[config.mk]
export PLATFORM = sky130hd
export DESIGN_NAME = imem_loader_flat
export DESIGN_NICKNAME = d
export VERILOG_FILES = /design/src/rtl/imem_loader_if.sv /design/src/rtl/imem_loader.sv /design/src/flat_wrapper.sv
export SDC_FILE = /design/constraint.sdc
export NUM_CORES = 1
export LEC_CHECK = 0
export ABC_AREA = 1
export CORE_UTILIZATION = 30
export CTS_CLUSTER_SIZE = 25
export DETAILED_ROUTE_END_ITERATION = 10
export PLACE_DENSITY = 0.48
export SLEW_MARGIN = 40
export SYNTH_ARGS = -nofsm -noshare
export SYNTH_HDL_FRONTEND = slang
export SYNTH_SLANG_ARGS = --single-unit
[constraint.sdc]
create_clock -name clk -period 5 [get_ports clk]
set_input_delay 0.75 -clock clk [delete_from_list [all_inputs] [get_ports clk]]
set_output_delay 0.75 -clock clk [all_outputs]
set_load 0.01 [all_outputs]
[src/rtl/imem_loader_if.sv]
// Signal bundle between the boot/debug byte source, the loader and the
// instruction memory write port.
interface imem_loader_if #(
   parameter int ADDR_W = 10
);
   logic              start;
   logic [ADDR_W:0]   len;
   logic [7:0]        in_data;
   logic              in_valid;
   logic              in_ready;
   logic              wr_en;
   logic [ADDR_W-1:0] wr_addr;
   logic [31:0]       wr_data;
   logic              core_hold;
   logic              busy;
   logic              done;
   logic [31:0]       checksum;

   // Byte stream: a byte moves on a rising edge where in_valid and in_ready
   // are both high; in_ready never depends on in_valid, and the source may
   // drop in_valid at any time without penalty.
   modport master (
      output start, len, in_data, in_valid,
      input  in_ready, wr_en, wr_addr, wr_data, core_hold, busy, done, checksum
   );

   modport slave (
      input  start, len, in_data, in_valid,
      output in_ready, wr_en, wr_addr, wr_data, core_hold, busy, done, checksum
   );
endinterface

[src/rtl/imem_loader.sv]
// Assembles little-endian 32-bit words from a byte stream and writes them to
// instruction memory from word 0 while holding the core off.
module imem_loader #(
   parameter int ADDR_W = 10
) (
   input  logic                 clk,
   input  logic                 rst,
   imem_loader_if.slave         bus,
   output logic [1:0]           state_dbg
);
   localparam logic [1:0] S_IDLE  = 2'd0;
   localparam logic [1:0] S_RECV  = 2'd1;
   localparam logic [1:0] S_WRITE = 2'd2;
   localparam logic [1:0] S_DONE  = 2'd3;

   localparam logic [ADDR_W:0] DEPTH = {1'b1, {ADDR_W{1'b0}}};
   localparam logic [ADDR_W:0] ONE   = {{ADDR_W{1'b0}}, 1'b1};

   logic [1:0]        state;
   logic [ADDR_W:0]   eff_len;
   logic [ADDR_W:0]   word_cnt;
   logic [ADDR_W:0]   cnt_inc;
   logic [1:0]        byte_cnt;
   logic [23:0]       word_buf;
   logic [ADDR_W-1:0] addr_q;
   logic [31:0]       data_q;
   logic [31:0]       sum_q;

   assign cnt_inc = word_cnt + ONE;

   always_ff @(posedge clk or posedge rst) begin
      if (rst) begin
         state    <= S_IDLE;
         eff_len  <= '0;
         word_cnt <= '0;
         byte_cnt <= '0;
         word_buf <= '0;
         addr_q   <= '0;
         data_q   <= '0;
         sum_q    <= '0;
      end else begin
         case (state)
            S_IDLE: begin
               if (bus.start) begin
                  eff_len  <= (bus.len > DEPTH) ? DEPTH : bus.len;
                  word_cnt <= '0;
                  byte_cnt <= '0;
                  sum_q    <= '0;
                  state    <= (bus.len == '0) ? S_DONE : S_RECV;
               end
            end
            S_RECV: begin
               if (bus.in_valid) begin
                  if (byte_cnt == 2'd3) begin
                     // Fourth byte completes the word; the write registers
                     // keep it stable through WRITE and afterwards.
                     data_q   <= {bus.in_data, word_buf};
                     addr_q   <= word_cnt[ADDR_W-1:0];
                     byte_cnt <= 2'd0;
                     state    <= S_WRITE;
                  end else begin
                     word_buf[{byte_cnt, 3'b000} +: 8] <= bus.in_data;
                     byte_cnt <= byte_cnt + 2'd1;
                  end
               end
            end
            S_WRITE: begin
               sum_q    <= sum_q + data_q;
               word_cnt <= cnt_inc;
               state    <= (cnt_inc == eff_len) ? S_DONE : S_RECV;
            end
            default: state <= S_IDLE;
         endcase
      end
   end

   assign bus.in_ready  = (state == S_RECV);
   assign bus.wr_en     = (state == S_WRITE);
   assign bus.wr_addr   = addr_q;
   assign bus.wr_data   = data_q;
   assign bus.busy      = (state != S_IDLE);
   assign bus.core_hold = (state != S_IDLE);
   assign bus.done      = (state == S_DONE);
   assign bus.checksum  = sum_q;
   assign state_dbg     = state;
endmodule
[src/flat_wrapper.sv]
// flat-port wrapper written by rule: the top's interface ports become plain ports
module imem_loader_flat 
#(
   parameter int ADDR_W = 10
)
  (clk, rst, state_dbg, bus_start, bus_len, bus_in_data, bus_in_valid, bus_in_ready, bus_wr_en, bus_wr_addr, bus_wr_data, bus_core_hold, bus_busy, bus_done, bus_checksum);
  imem_loader_if #(.ADDR_W(ADDR_W)) bus_i ();
  input  logic clk;
  input  logic rst;
  output logic [1:0] state_dbg;
  input wire logic [$bits(bus_i.start)-1:0] bus_start;
  input wire logic [$bits(bus_i.len)-1:0] bus_len;
  input wire logic [$bits(bus_i.in_data)-1:0] bus_in_data;
  input wire logic [$bits(bus_i.in_valid)-1:0] bus_in_valid;
  output wire logic [$bits(bus_i.in_ready)-1:0] bus_in_ready;
  output wire logic [$bits(bus_i.wr_en)-1:0] bus_wr_en;
  output wire logic [$bits(bus_i.wr_addr)-1:0] bus_wr_addr;
  output wire logic [$bits(bus_i.wr_data)-1:0] bus_wr_data;
  output wire logic [$bits(bus_i.core_hold)-1:0] bus_core_hold;
  output wire logic [$bits(bus_i.busy)-1:0] bus_busy;
  output wire logic [$bits(bus_i.done)-1:0] bus_done;
  output wire logic [$bits(bus_i.checksum)-1:0] bus_checksum;
  assign bus_i.start = bus_start;
  assign bus_i.len = bus_len;
  assign bus_i.in_data = bus_in_data;
  assign bus_i.in_valid = bus_in_valid;
  assign bus_in_ready = bus_i.in_ready;
  assign bus_wr_en = bus_i.wr_en;
  assign bus_wr_addr = bus_i.wr_addr;
  assign bus_wr_data = bus_i.wr_data;
  assign bus_core_hold = bus_i.core_hold;
  assign bus_busy = bus_i.busy;
  assign bus_done = bus_i.done;
  assign bus_checksum = bus_i.checksum;
  imem_loader #(.ADDR_W(ADDR_W)) u_core (.clk(clk), .rst(rst), .bus(bus_i), .state_dbg(state_dbg));
endmodule
# Word level (Yosys, flattened, before mapping)
# Cells that the tools add are included.
# totals
ff_bits,124
inputBits,23
output_inout_bits,81
word_cells,51
# classes
addsub,4
order_cmp,1
eq_ne,8
shift,2
mux,16
bitwise_logic,1
n_reduce_logical,11
# op_table
cell,n
32-bit case mux with 2 select lines,1
32-bit adder,1
32-bit 2-to-1 mux,1
24-bit bitwise mux,1
"8-bit by 7-bit variable shift with 24-bit output, first input constant",1
8-bit by 7-bit indexed part select with 24-bit output,1
11-bit 2-to-1 mux,2
11-bit case mux with 2 select lines,1
2-bit 2-to-1 mux,8
3-bit AND reduction,4
"11-bit by 1-bit adder with 11-bit output, second input constant",1
11-bit == test,1
"11-bit greater-than comparator, second input constant",1
11-bit zero test,1
5-bit negator with 7-bit output,1
"2-bit == test, second input constant",3
2-bit case mux with 3 select lines,1
2-bit nonzero test,3
"2-bit inequality test, second input constant",2
2-bit case mux with 2 select lines,1
2-bit AND reduction,2
"2-bit by 1-bit adder with 2-bit output, second input constant",1
"2-bit by 1-bit == test with 1-bit output, second input constant",1
2-bit zero test,1
2 further kinds,2

# Depth between registers and ports, before layout
# logic_depth
word_depth,4
depth_mapped,13

# Least setup slack after synthesis
# Ideal clock, no wire load.
# synth_timing
path_type,register to register
from,"reg u_core.sum_q[0], in the netlist u_core.bus.checksum[0]"
to,"reg u_core.sum_q[30], in the netlist u_core.bus.checksum[30]"
setup_time_ps,118
arrival_time_ps,1859
required_ps,4882
slack_ps,3024
stages_incl_launch_ff,14
path_buffers,0
path_cell_list,dfrtp_1 -> ha_1 -> inv_1 -> fa_1 -> o21ai_2 -> nand2_1 -> nand2_1 -> nand2_1 -> nand2_1 -> nand2_1 -> nand2_1 -> nand2_1 -> nand3_1 -> nand2_1
# synth_between
elab_chain_cells,2
# synth_lines
item,line_no,source
from (decl),imem_loader.sv:27,logic [31:0] sum_q;
from (signal assigned),imem_loader.sv:68,sum_q <= sum_q + data_q;
32-bit adder,imem_loader.sv:68,
32-bit case mux with 2 select lines,imem_loader.sv:42,case (state)
# Every way passes these cells.
# A chain may end at the register's enable or synchronous reset.

# Final worst setup path
# layout_timing
from,"reg u_core.state[0], in the netlist u_core.state_dbg[0]"
to,out bus_wr_en
# layout_between
elab_chain_cells,1
# layout_lines
item,line_no,source
from (decl),imem_loader.sv:19,logic [1:0] state;
from (signal assigned),imem_loader.sv:49,state <= (bus.len == '0) ? S_DONE : S_RECV;
from (signal assigned),imem_loader.sv:70,state <= (cnt_inc == eff_len) ? S_DONE : S_RECV;
2-bit == test,imem_loader.sv:78,assign bus.wr_en = (state == S_WRITE);
to (decl),flat_wrapper.sv:16,output wire logic [$bits(bus_i.wr_en)-1:0] bus_wr_en;
# Every way passes these cells.

==> qor.yml <==
status:
  status: "complete, no violations"
placed_design:
  io_buffers: 103
  placed_area_mm2: 0.00876
  gp_congestion: 0.920
  dp_hpwl_um: 17300
synthesis:
  yosysTopAreaCell: "dfrtp_1"
  synthFlopType: "dfrtp_1"
  synthTopCellsByArea: "dfrtp_1 (42%), nand2_1 (16%), o21ai_0 (7.2%)"
  synth.cell_area_mm2: 0.00739
  synthArstFlopShare_pct: 100
  yosysUniqueCellTypes: 37
  synthMostInstantiatedCell: "nand2_1"
  synth_edf_count: 0
  yosysTopAreaCellShare_pct: 42.0
  syn-num-nets: 1073
  ys_ff_latch: 124
  yosysWarnings: 0
  ys_seq_area_share_pct: 42.0
  postSynthAreaPerCell_um2: 7.31
  netlist_top_cells_count: "nand2_1 (306), inv_1 (142), dfrtp_1 (124)"
  netlist_instances: 1012
clock_tree:
  cts_root_buffer: "clkbuf_16"
  clk_latency_ns: 0.42
  cts_setup_buffers: 0
  h-tree-depth: 4
  cts-hold-fix-buffers: 0
  clk_path_buf_depth: 2
  cts_tree: "done"
  cts.repair.resized: 0
  numCtsBuffers: 17
  clkSinkCount: 124
  clkSlewWorstSetupHoldPaths_ns: 0.06
route:
  drc: 0
  num_vias: 6830
  vias_per_cell: 4.70
  wl_um: 22500
  drt_iter0_markers: 378
  wl_per_cell_um: 15.5
  antenna_left: 0
  drt_first_pass_iters: 7
timing:
  fin_setup_tns_ns: 0
  worst_pin_slew_ns: 0.703
  report.final.hold_viol_count: 0
  slew_headroom_pct: 53.1
  setup_viol: 0
  post-route-period-util_pct: 63.3
  finalClockSkew_ns: 0.0120
  fmax_mhz: 316
  fin_crit_ns: 3.17
  drv_slew: 0
  whs_ns: 0.482
  rsz0062_at_grt: "no"
final_layout:
  seq_area_mm2: 0.00310
  syn2layout_area_growth_pct: 26.3
  multi_input_area_mm2: 0.00364
  layout.nets: 1176
  fillCellCount: 2554
  final_area_mm2: 0.00934
  finish.utilization_pct: 38.5
  diodes: 0
  drive_gt1_share_pct: 5.67
worst_setup_path:
  cp_slowest_stage_delay_ns: 0.65
  crit_path_start: "u_core.state_dbg[0]"
  critPathLaunchType: "flop"
  critPathRequiredTime_ns: 4.25
  endpoint_kind: "output pin"
  crit_path_cell_trace: "inv_1 -> nand2_1 -> buf_4 -> inv_2 -> clkdlybuf4s50_1"
  cp_slowest_cell: "clkdlybuf4s50_1"
  r2r_start: "u_core.bus.wr_data[0]"
  path_max_fanout: 26
  arrival_ns: 2.42
  crit_type: "reg -> out"
floorplan:
  dieWidth_um: 159
  fp.dieH_um: 159
  rows: 57
  io_pins: 104
  initial_core_util_pct: 30.5
  core_area_mm2: 0.0242
  die_area_mm2: 0.0253
min_path:
  hp-class: "reg -> reg"
  min-delay-start: "u_core.bus.wr_addr[2]"
global_route:
  grt_first_pass_wirelength_um: 36600
  grt_remaining_overflow: 0
  grt_pass1_vias: 6675
  grt_antenna_before_repair: 0
  grt_usage_pct: 18.6
  grt_max_degree: 79
power:
  pwr_density_cell_mw_per_mm2: 568
  vdd_drop_max_v: 0.000263
  p_leak_nw: 4.50
run:
  maxCapViolations: 0
==> critical path, delay by kind of cell (launching register included) <==
family	cells	cell delay, ns
buf+inv	4	1.51
flops	1	0.41
simple gates	1	0.07
==> cell usage in the layout (no fill, tap or decap), types with 20 or more instances in the layout <==
cell type,Yosys,routed
ha_1,37,37
nor2_1,68,68
o21ai_0,107,107
nand3_1,75,75
nand4_1,20,20
nand2_1,306,306
a21oi_1,41,41
dfrtp_1,124,124
clkdlybuf4s50_1,0,103
inv_1,142,141
==> routing by layer <==
layer	GRT usage [%]	vias to the layer above	part of all wire [%]
met1	25.5	3181	48
met2	30.1	143	47
met4	5.03	0	1.3
li1	-	3488	-
met5	0	-	0
met3	3.49	18	3.9
==> layout make-up <==
type,instances,area share [%]
Tap cell,324,4.34
Sequential cell,124,33.2
Inverter,146,5.92
Clock inverter,14,1.45
Clock buffer,18,4.70
Timing Repair Buffer,106,11.4
Multi-Input combinational cell,720,38.9
==> power breakdown <==
group          internal [mW]  switching [mW]
Sequential              1.38           0.362
Combinational           1.00            1.34
Clock                  0.706           0.511
==> flip-flops by register name, summed over array words and instances (netlist names) <==
signal	count
u_core.state_dbg	2
u_core.bus.wr_data	32
u_core.byte_cnt	2
u_core.bus.wr_addr	10
u_core.bus.checksum	32
u_core.word_buf	24
u_core.word_cnt	11
u_core.eff_len	11
==> path summary, 6_finish.rpt <==
kind	to	slack (ns)	cells after the start
max	bus_wr_en	1.83	5
min	u_core.bus.wr_addr[2]	0.48	2
max in group asynchronous	u_core.bus.wr_data[29]	3.43	3
min in group asynchronous	u_core.bus.checksum[5]	0.83	2
max reg2reg	u_core.bus.checksum[30]	2.68	13
min reg2reg	u_core.bus.wr_addr[2]	0.48	2
==> cells by family (layout without fill, tap and decap cells) <==
| kind of cell | after synthesis | in the layout | synth area share (%) |
|---|---|---|---|
| AOI/OAI and AO/OA | 170 | 170 | 12.1 |
| xor gates and xnor gates | 4 | 4 | 0.474 |
| adders and majority gates | 38 | 38 | 6.53 |
| buffers and inverters | 168 | 284 | 8.92 |
| DFF | 124 | 124 | 42.0 |
| muxes | 6 | 6 | 0.914 |
| and+or+nand+nor | 502 | 502 | 29.1 |
==> metrics by stage <==
| stage | instances | power (mW) | setup WS [ns] |
|---|---|---|---|
| 2_1_floorplan | 1012 | 3.06 | 0.951 |
| 3_3_place_gp | 1420 | 4.11 | 2.25 |
| 3_5_place_dp | 1420 | 4.12 | 2.20 |
| 4_1_cts | 1452 | 5.37 | 1.82 |
| 5_1_grt | 1452 | 5.74 | 1.70 |
| 6_report | 1452 | 5.31 | 1.83 |
No activity file was read; power rests on OpenSTA's default activity.
